File: config.mk
export PLATFORM = sky130hd
export DESIGN_NAME = branch_predictor
export DESIGN_NICKNAME = d
export VERILOG_FILES = /design/src/rtl/bp_pkg.sv /design/src/rtl/return_stack.sv /design/src/rtl/branch_predictor.sv
export SDC_FILE = /design/constraint.sdc
export NUM_CORES = 2
export LEC_CHECK = 0
export ABC_CLOCK_PERIOD_IN_PS = 15800
export BUFFER_PORTS_ARGS = -buffer_cell sky130_fd_sc_hd__buf_2
export CAP_MARGIN = 25
export CELL_PAD_IN_SITES_DETAIL_PLACEMENT = 0
export CELL_PAD_IN_SITES_GLOBAL_PLACEMENT = 1
export CORE_MARGIN = 2
export CORE_UTILIZATION = 28
export DETAILED_ROUTE_END_ITERATION = 10
export PLACE_DENSITY = 0.43
export SYNTH_ARGS = -nofsm -noshare
export SYNTH_HDL_FRONTEND = slang
export SYNTH_HIERARCHICAL = 1
export SYNTH_SLANG_ARGS = --single-unit
File: constraint.sdc
create_clock -name clk -period 15.8 [get_ports clk]
set_input_delay 4.74 -clock clk [delete_from_list [all_inputs] [get_ports clk]]
set_output_delay 4.74 -clock clk [all_outputs]
set_load 0.02 [all_outputs]
File: src/rtl/bp_pkg.sv
// Shared definitions for the branch predictor.
//
// Holds the default configuration, the quantities derived from it, the BTB
// entry layout, and PC field extraction helpers for that configuration.
// Parametrised instances derive their own widths with idx_width().
package bp_pkg;

    localparam int unsigned XLEN_DEF      = 32;
    localparam int unsigned ENTRIES_DEF   = 64;
    localparam int unsigned TAG_W_DEF     = 10;
    localparam int unsigned CTR_W_DEF     = 2;
    localparam int unsigned RAS_DEPTH_DEF = 4;

    localparam int unsigned IDX_W      = $clog2(ENTRIES_DEF);
    localparam int unsigned CTR_MAX    = (1 << CTR_W_DEF) - 1;
    // New allocations start weakly taken: MSB set, all other bits clear.
    localparam int unsigned CTR_WEAK_T = 1 << (CTR_W_DEF - 1);

    typedef struct packed {
        logic                 valid;
        logic [TAG_W_DEF-1:0] tag;
        logic [XLEN_DEF-1:0]  target;
        logic [CTR_W_DEF-1:0] ctr;
        logic                 is_ret;
    } btb_entry_t;

    // Index width for a table of the given size (at least one bit).
    function automatic int unsigned idx_width(input int unsigned entries);
        return (entries > 1) ? $clog2(entries) : 1;
    endfunction

    // Word-aligned index: PC[1:0] never take part.
    function automatic logic [IDX_W-1:0] pc_index(input logic [XLEN_DEF-1:0] pc);
        return pc[IDX_W+1:2];
    endfunction

    function automatic logic [TAG_W_DEF-1:0] pc_tag(input logic [XLEN_DEF-1:0] pc);
        return pc[IDX_W+TAG_W_DEF+1:IDX_W+2];
    endfunction

endpackage

File: src/rtl/return_stack.sv
// Circular return address stack.
//
// Ports:
//   clk_i, rst_ni : clock, asynchronous active-low reset
//   push_i        : push data_i
//   pop_i         : pop the top entry (no-op when empty)
//   push_i&pop_i  : replace the top with data_i; acts as a push when empty
//   data_i        : word to push/replace
//   top_o         : current top of stack (meaningless when count_o == 0)
//   count_o       : number of live entries, saturating at Depth
module return_stack #(
    parameter int unsigned Depth = 4,
    parameter int unsigned Width = 32,
    localparam int unsigned PtrW = (Depth > 1) ? $clog2(Depth) : 1,
    localparam int unsigned CntW = $clog2(Depth + 1)
) (
    input  logic             clk_i,
    input  logic             rst_ni,
    input  logic             push_i,
    input  logic             pop_i,
    input  logic [Width-1:0] data_i,
    output logic [Width-1:0] top_o,
    output logic [CntW-1:0]  count_o
);

    localparam logic [PtrW-1:0] PtrLast = PtrW'(Depth - 1);
    localparam logic [CntW-1:0] CntFull = CntW'(Depth);

    logic [Width-1:0] mem_q [Depth];
    // ptr_q is the next free slot; the top lives one below it.
    logic [PtrW-1:0]  ptr_q, ptr_d;
    logic [CntW-1:0]  count_q, count_d;
    logic [PtrW-1:0]  top_ptr, nxt_ptr, wr_ptr;
    logic             wr_en;

    assign top_ptr = (ptr_q == '0) ? PtrLast : ptr_q - PtrW'(1);
    assign nxt_ptr = (ptr_q == PtrLast) ? '0 : ptr_q + PtrW'(1);

    always_comb begin
        ptr_d   = ptr_q;
        count_d = count_q;
        wr_en   = 1'b0;
        wr_ptr  = ptr_q;
        if (push_i && (!pop_i || count_q == '0)) begin
            // When full, the write slot wraps onto the oldest entry.
            wr_en = 1'b1;
            ptr_d = nxt_ptr;
            if (count_q != CntFull) begin
                count_d = count_q + CntW'(1);
            end
        end else if (push_i && pop_i) begin
            wr_en  = 1'b1;
            wr_ptr = top_ptr;
        end else if (pop_i && count_q != '0) begin
            ptr_d   = top_ptr;
            count_d = count_q - CntW'(1);
        end
    end

    always_ff @(posedge clk_i or negedge rst_ni) begin
        if (!rst_ni) begin
            ptr_q   <= '0;
            count_q <= '0;
        end else begin
            ptr_q   <= ptr_d;
            count_q <= count_d;
        end
    end

    always_ff @(posedge clk_i) begin
        if (wr_en) begin
            mem_q[wr_ptr] <= data_i;
        end
    end

    assign top_o   = mem_q[top_ptr];
    assign count_o = count_q;

endmodule

File: src/rtl/branch_predictor.sv
// Fetch-stage branch predictor: direct-mapped tagged BTB with per-entry
// saturating direction counters and an optional return address stack.
//
// Ports:
//   clk, reset            : clock, asynchronous active-low reset
//   PCF, BranchF          : fetch lookup address / fetched insn is a branch
//   PredictionF           : predict taken (combinational, same cycle)
//   PredictedTarget       : predicted target, 0 when not predicting taken
//   UpdateEnable          : a branch resolved in decode this cycle
//   PCUpdate, BranchTaken : resolved branch PC and direction
//   PCBranch              : resolved target
//   UpdateCall/Return     : resolved branch is a call / a return
module branch_predictor
    import bp_pkg::*;
#(
    parameter int unsigned XLEN      = XLEN_DEF,
    parameter int unsigned ENTRIES   = ENTRIES_DEF,
    parameter int unsigned TAG_W     = TAG_W_DEF,
    parameter int unsigned CTR_W     = CTR_W_DEF,
    parameter int unsigned RAS_DEPTH = RAS_DEPTH_DEF
) (
    input  logic            clk,
    input  logic            reset,
    input  logic [XLEN-1:0] PCF,
    input  logic            BranchF,
    output logic            PredictionF,
    output logic [XLEN-1:0] PredictedTarget,
    input  logic            UpdateEnable,
    input  logic [XLEN-1:0] PCUpdate,
    input  logic            BranchTaken,
    input  logic [XLEN-1:0] PCBranch,
    input  logic            UpdateCall,
    input  logic            UpdateReturn
);

    localparam int unsigned     IdxW     = idx_width(ENTRIES);
    localparam int unsigned     TagLo    = IdxW + 2;
    localparam int unsigned     TagHi    = IdxW + TAG_W + 1;
    localparam logic [CTR_W-1:0] CtrMax   = '1;
    localparam logic [CTR_W-1:0] CtrWeakT = CTR_W'(1) << (CTR_W - 1);

    typedef struct packed {
        logic             valid;
        logic [TAG_W-1:0] tag;
        logic [XLEN-1:0]  target;
        logic [CTR_W-1:0] ctr;
        logic             is_ret;
    } entry_t;

    // Control fields are reset; tags and targets are qualified by valid.
    logic [ENTRIES-1:0] valid_q;
    logic [ENTRIES-1:0] is_ret_q;
    logic [CTR_W-1:0]   ctr_q    [ENTRIES];
    logic [TAG_W-1:0]   tag_q    [ENTRIES];
    logic [XLEN-1:0]    target_q [ENTRIES];

    logic            ras_push, ras_pop, ras_valid;
    logic [XLEN-1:0] ras_top, ret_addr;

    // ---------------------------------------------------------------- lookup
    logic [IdxW-1:0]  idx_f;
    logic [TAG_W-1:0] tag_f;
    entry_t           ent_f;
    logic             hit_f;

    assign idx_f = PCF[IdxW+1:2];
    assign tag_f = PCF[TagHi:TagLo];

    always_comb begin
        ent_f        = '0;
        ent_f.valid  = valid_q[idx_f];
        ent_f.tag    = tag_q[idx_f];
        ent_f.target = target_q[idx_f];
        ent_f.ctr    = ctr_q[idx_f];
        ent_f.is_ret = is_ret_q[idx_f];
    end

    assign hit_f       = ent_f.valid && (ent_f.tag == tag_f);
    assign PredictionF = BranchF & hit_f & ent_f.ctr[CTR_W-1];

    always_comb begin
        PredictedTarget = '0;
        if (PredictionF) begin
            PredictedTarget = (ent_f.is_ret && ras_valid) ? ras_top : ent_f.target;
        end
    end

    // ---------------------------------------------------------------- update
    logic [IdxW-1:0]  idx_u;
    logic [TAG_W-1:0] tag_u;
    logic             hit_u;
    logic [CTR_W-1:0] ctr_u, ctr_d;
    logic             is_ret_d;
    logic             ent_we, tgt_we;

    assign idx_u = PCUpdate[IdxW+1:2];
    assign tag_u = PCUpdate[TagHi:TagLo];
    assign hit_u = valid_q[idx_u] && (tag_q[idx_u] == tag_u);
    assign ctr_u = ctr_q[idx_u];

    always_comb begin
        ent_we   = 1'b0;
        tgt_we   = 1'b0;
        ctr_d    = ctr_u;
        is_ret_d = is_ret_q[idx_u];
        if (UpdateEnable) begin
            if (hit_u) begin
                ent_we = 1'b1;
                if (BranchTaken) begin
                    tgt_we   = 1'b1;
                    is_ret_d = UpdateReturn;
                    ctr_d    = (ctr_u == CtrMax) ? ctr_u : ctr_u + CTR_W'(1);
                end else begin
                    ctr_d = (ctr_u == '0) ? ctr_u : ctr_u - CTR_W'(1);
                end
            end else if (BranchTaken) begin
                // Allocate, evicting whatever aliased into this slot.
                ent_we   = 1'b1;
                tgt_we   = 1'b1;
                is_ret_d = UpdateReturn;
                ctr_d    = CtrWeakT;
            end
        end
    end

    always_ff @(posedge clk or negedge reset) begin
        if (!reset) begin
            valid_q  <= '0;
            is_ret_q <= '0;
            for (int i = 0; i < int'(ENTRIES); i++) begin
                ctr_q[i] <= '0;
            end
        end else if (ent_we) begin
            valid_q[idx_u]  <= 1'b1;
            is_ret_q[idx_u] <= is_ret_d;
            ctr_q[idx_u]    <= ctr_d;
        end
    end

    always_ff @(posedge clk) begin
        if (tgt_we) begin
            tag_q[idx_u]    <= tag_u;
            target_q[idx_u] <= PCBranch;
        end
    end

    // ------------------------------------------------------------------- RAS
    assign ret_addr = PCUpdate + XLEN'(4);
    assign ras_push = UpdateEnable & BranchTaken & UpdateCall;
    assign ras_pop  = UpdateEnable & BranchTaken & UpdateReturn;

    if (RAS_DEPTH > 0) begin : g_ras
        localparam int unsigned CntW = $clog2(RAS_DEPTH + 1);
        logic [CntW-1:0] ras_count;

        return_stack #(
            .Depth (RAS_DEPTH),
            .Width (XLEN)
        ) u_ras (
            .clk_i   (clk),
            .rst_ni  (reset),
            .push_i  (ras_push),
            .pop_i   (ras_pop),
            .data_i  (ret_addr),
            .top_o   (ras_top),
            .count_o (ras_count)
        );

        assign ras_valid = (ras_count != '0);
    end else begin : g_no_ras
        assign ras_top   = '0;
        assign ras_valid = 1'b0;
    end

    // PC bits outside index/tag play no part in prediction.
    logic unused_bits;
    assign unused_bits = ^{PCF[1:0], PCF[XLEN-1:TagHi+1], ras_push, ras_pop, ret_addr,
                           UpdateCall};

endmodule

==> key figures <==
Setup path
  – WS Path Type: in -> out
  – R2R Setup Slk: 10700 ps
  – Worst r2r src: valid_q[9]
  – Crit path DAT: 9540 ps
  – Required @ worst endpoint: 11060 ps
  – CP max FO: 79
  – Worst Setup Start Kind: primary input
  – R2R Path End: ctr_q[89]
  – Crit. End Element: output port
  – FF-to-FF path depth: 12

Logic synthesis
  – Gate Count Post-Synth: 6156
  – Syn_area_per_cell: 20.84 um2
  – Synthesized area: 128300 um2
  – FFs w/ async S/R, synth: 8.482%
  – Synth Register Bits: 3077
  – Largest cells by area after synthesis: edfxtp_1, mux4_2, dfrtp_1
  – Post-synth EDFFs: 2816
  – Ys Warns: 6
  – Unique masters post-synth: 81
  – Yosys top cell area share: 65.93%
  – Most area-hungry cell type in the Yosys netlist: edfxtp_1
  – Post-synth top flop: edfxtp_1
  – Seq/Total Area, Yosys: 71.02%
  – Synthesized Nets: 6263

Hold path
  – Hold Path End: valid_q[11]
  – Hold depth: 1
  – Hold Path Class: reg -> reg
  – Hold Path Origin: valid_q[11]

Global route
  – Vias in the first global route: 69532
  – Largest net degree at the start of global routing: 118
  – Initial antenna violation count: 46
  – Grt total ovfl: 0
  – First-pass GRT wire length: 653.4 mm
  – Tot GR Track Use: 20.79%

Clocking
  – Clk buf depth: 4
  – Root buffer cell: clkbuf_16
  – Post-cts hold buffer count: 0
  – Clk_lat worst skew: 980 ps
  – PostCTS Resize Cnt: 0
  – H-tree depth: 5
  – Post-CTS Setup Bufs: 0
  – TritonCTS clock tree: done
  – Clk sink count: 3077
  – Total CTS buffers: 351
  – Clock-pin slew of the registers on the worst-case setup and hold paths: 60 ps

Die
  – Starting Density: 28.12%
  – Core ar.: 456100 um2
  – FP Rows: 248
  – Die width: 680.8 um
  – Ports: 136
  – Die ar.: 463500 um2
  – Die Ht: 680.8 um

Routing
  – Total Routed Length: 490.9 mm
  – Via/cell ratio: 5.356
  – DRT iter0 DRCs: 7862
  – DRC Markers: 0
  – DR vias: 68358
  – Post-DRT Antenna Nets: 0
  – DR pass1 iterations: 6
  – WL/cell: 38.46 um

Finish
  – Layout cells sized above 1: 34.06%
  – Total Nets Final: 6588
  – Fill count: 43244
  – Layout area overhead: 15.88%
  – Leading cell type in the layout, fill and taps excluded: edfxtp_1
  – Post-route cell area: 148600 um2
  – Commonest cells after routing, fill and taps aside: edfxtp_1, mux4_2, clkbuf_16, dfrtp_1, mux2_2

Status
  – Outcome: finished, final reports clean

Timing
  – Clk_skew: 59.95 ps
  – Ratio of final minimum period to clock period: 90.39%
  – Achievable Freq: 0.07002 GHz
  – Relative slew slack: 21.62%
  – Slew @ Worst Pin: 1176 ps
  – Hold Fails Final Rpt: 0
  – Pins Over Slew Limit: 0
  – RSZ-0062 raised after global routing: no
  – Sum Neg Setup Slack: 0 ps
  – Final setup viols: 0
  – Final min period: 14280 ps

Placed design
  – Hpwl dp: 276.5 mm
  – Gpl congestion: 0.7771
  – Dpl cell area: 137000 um2
  – Input/output buffers: 119

Power and ir drop
  – Pleak: 48.16 nW
  – Combinational Power Share: 8.3%
  – Power per cell area: 125.5 nW/um2
  – Clock power frac: 42.9%
  – Sw frac: 23.91%
  – Maximum vdd drop: 106.5 uV
  – Net switching power figure: 4.459 mW
  – Seq pwr share: 48.8%
  – Pint: 14.19 mW

Flow run
  – Max-capacitance violation count: 0
## critical path: stages
cell and delay (ps):
buf_8 550, buf_12 360, mux4_2 380, mux4_2 550, mux4_2 540, xnor2_1 170
nand2_1 340, nor4_1 490, nand4_1 190, buf_4 280, nor2_1 210, buf_4 120
buf_2 160
## metal layers
metal / up-vias / share of wire [%] / track usage [%]
met2: 2560 / 47 / 33.62
met5: - / 0.014 / 0
met3: 668 / 5.5 / 2.985
met4: 10 / 2.8 / 5.381
met1: 38387 / 44 / 29.35
li1: 26733 / - / -
## worst max-delay path by stage
stage	start	end	slack [ps]
6_report	PCF[3]	PredictedTarget[8]	1520
5_1_grt	PCF[3]	PredictedTarget[17]	1520
4_1_cts	PCF[3]	PredictedTarget[17]	1530
3_5_place_dp	PCF[3]	PredictedTarget[17]	1540
3_3_place_gp	PCF[3]	PredictedTarget[17]	1460
2_1_floorplan	PCF[2]	PredictedTarget[10]	2860
## cells in the mapped netlist, types with 40 or more instances
| library cell | n |
|---|---|
| mux2_2 | 256 |
| nor2_1 | 116 |
| xnor2_1 | 40 |
| o22ai_1 | 58 |
| o21ai_0 | 52 |
| inv_1 | 48 |
| nand2_1 | 185 |
| buf_1 | 70 |
| clkbuf_1 | 204 |
| a22oi_1 | 61 |
| a221oi_1 | 86 |
| dfrtp_1 | 261 |
| edfxtp_1 | 2816 |
| mux4_2 | 954 |
| mux2i_1 | 225 |
| buf_2 | 85 |
| a21oi_1 | 61 |
| or2_2 | 49 |
| o31ai_4 | 40 |
| nand3_1 | 64 |
## flip-flops by register name, summed over array words and instances (netlist names)
register / cells
g_ras.u_ras/mem_q: 128
target_q: 2048
tag_q: 640
g_ras.u_ras/count_o: 3
valid_q: 64
ctr_q: 128
g_ras.u_ras/ptr_q: 2
is_ret_q: 64
## power groups by stage
stage	registers [mW]	clock network (mW)	logic [mW]
2_1_floorplan	9.20	0	0.920
4_1_cts	9.10	8.20	1.56
3_5_place_dp	9.27	0	1.55
3_3_place_gp	9.26	0	1.55
6_report	9.10	8.01	1.55
5_1_grt	9.10	8.51	1.62
## cell type report
class / instances / area, um2 / share of cell area, %
diodes: 10 / 25.02 / 0.01684
well taps: 6000 / 7507 / 5.051
clock buffers: 455 / 9445 / 6.355
inverters: 52 / 339.1 / 0.2281
multi-input cells: 2609 / 35320 / 23.76
clock inverters: 170 / 1600 / 1.077
repair buffers: 390 / 3303 / 2.222
flip-flops and latches: 3077 / 91100 / 61.29
## kinds of logic (layout without fill, tap and decap cells)
kind of cell               count (synthesis)  count (layout)  synth area share, %
and+or+nand+nor                          555             555                2.104
other                                      0              10                    0
adders and majority gates                  5               5              0.04780
muxes                                   1441            1441                20.82
DFF                                     3077            3077                71.02
xor gates and xnor gates                  51              51               0.3482
buffers and inverters                    470            1067                1.719
AOI/OAI and AO/OA                        557             557                3.944
## stage by stage
step           worst slack [ps]  power (mW)  cells  hold slack, ps  utilization (%)
2_1_floorplan              2857       10.12   6156           443.4                -
3_3_place_gp               1461       10.81  12098           473.7            30.03
3_5_place_dp               1535       10.82  12101           482.7            30.04
4_1_cts                    1535       18.86  12726           496.9            32.46
5_1_grt                    1519       19.23  12754           514.4            32.58
6_report                   1518       18.65  12763           498.6            32.59
Note: power is estimated with default switching activity, not from simulation.
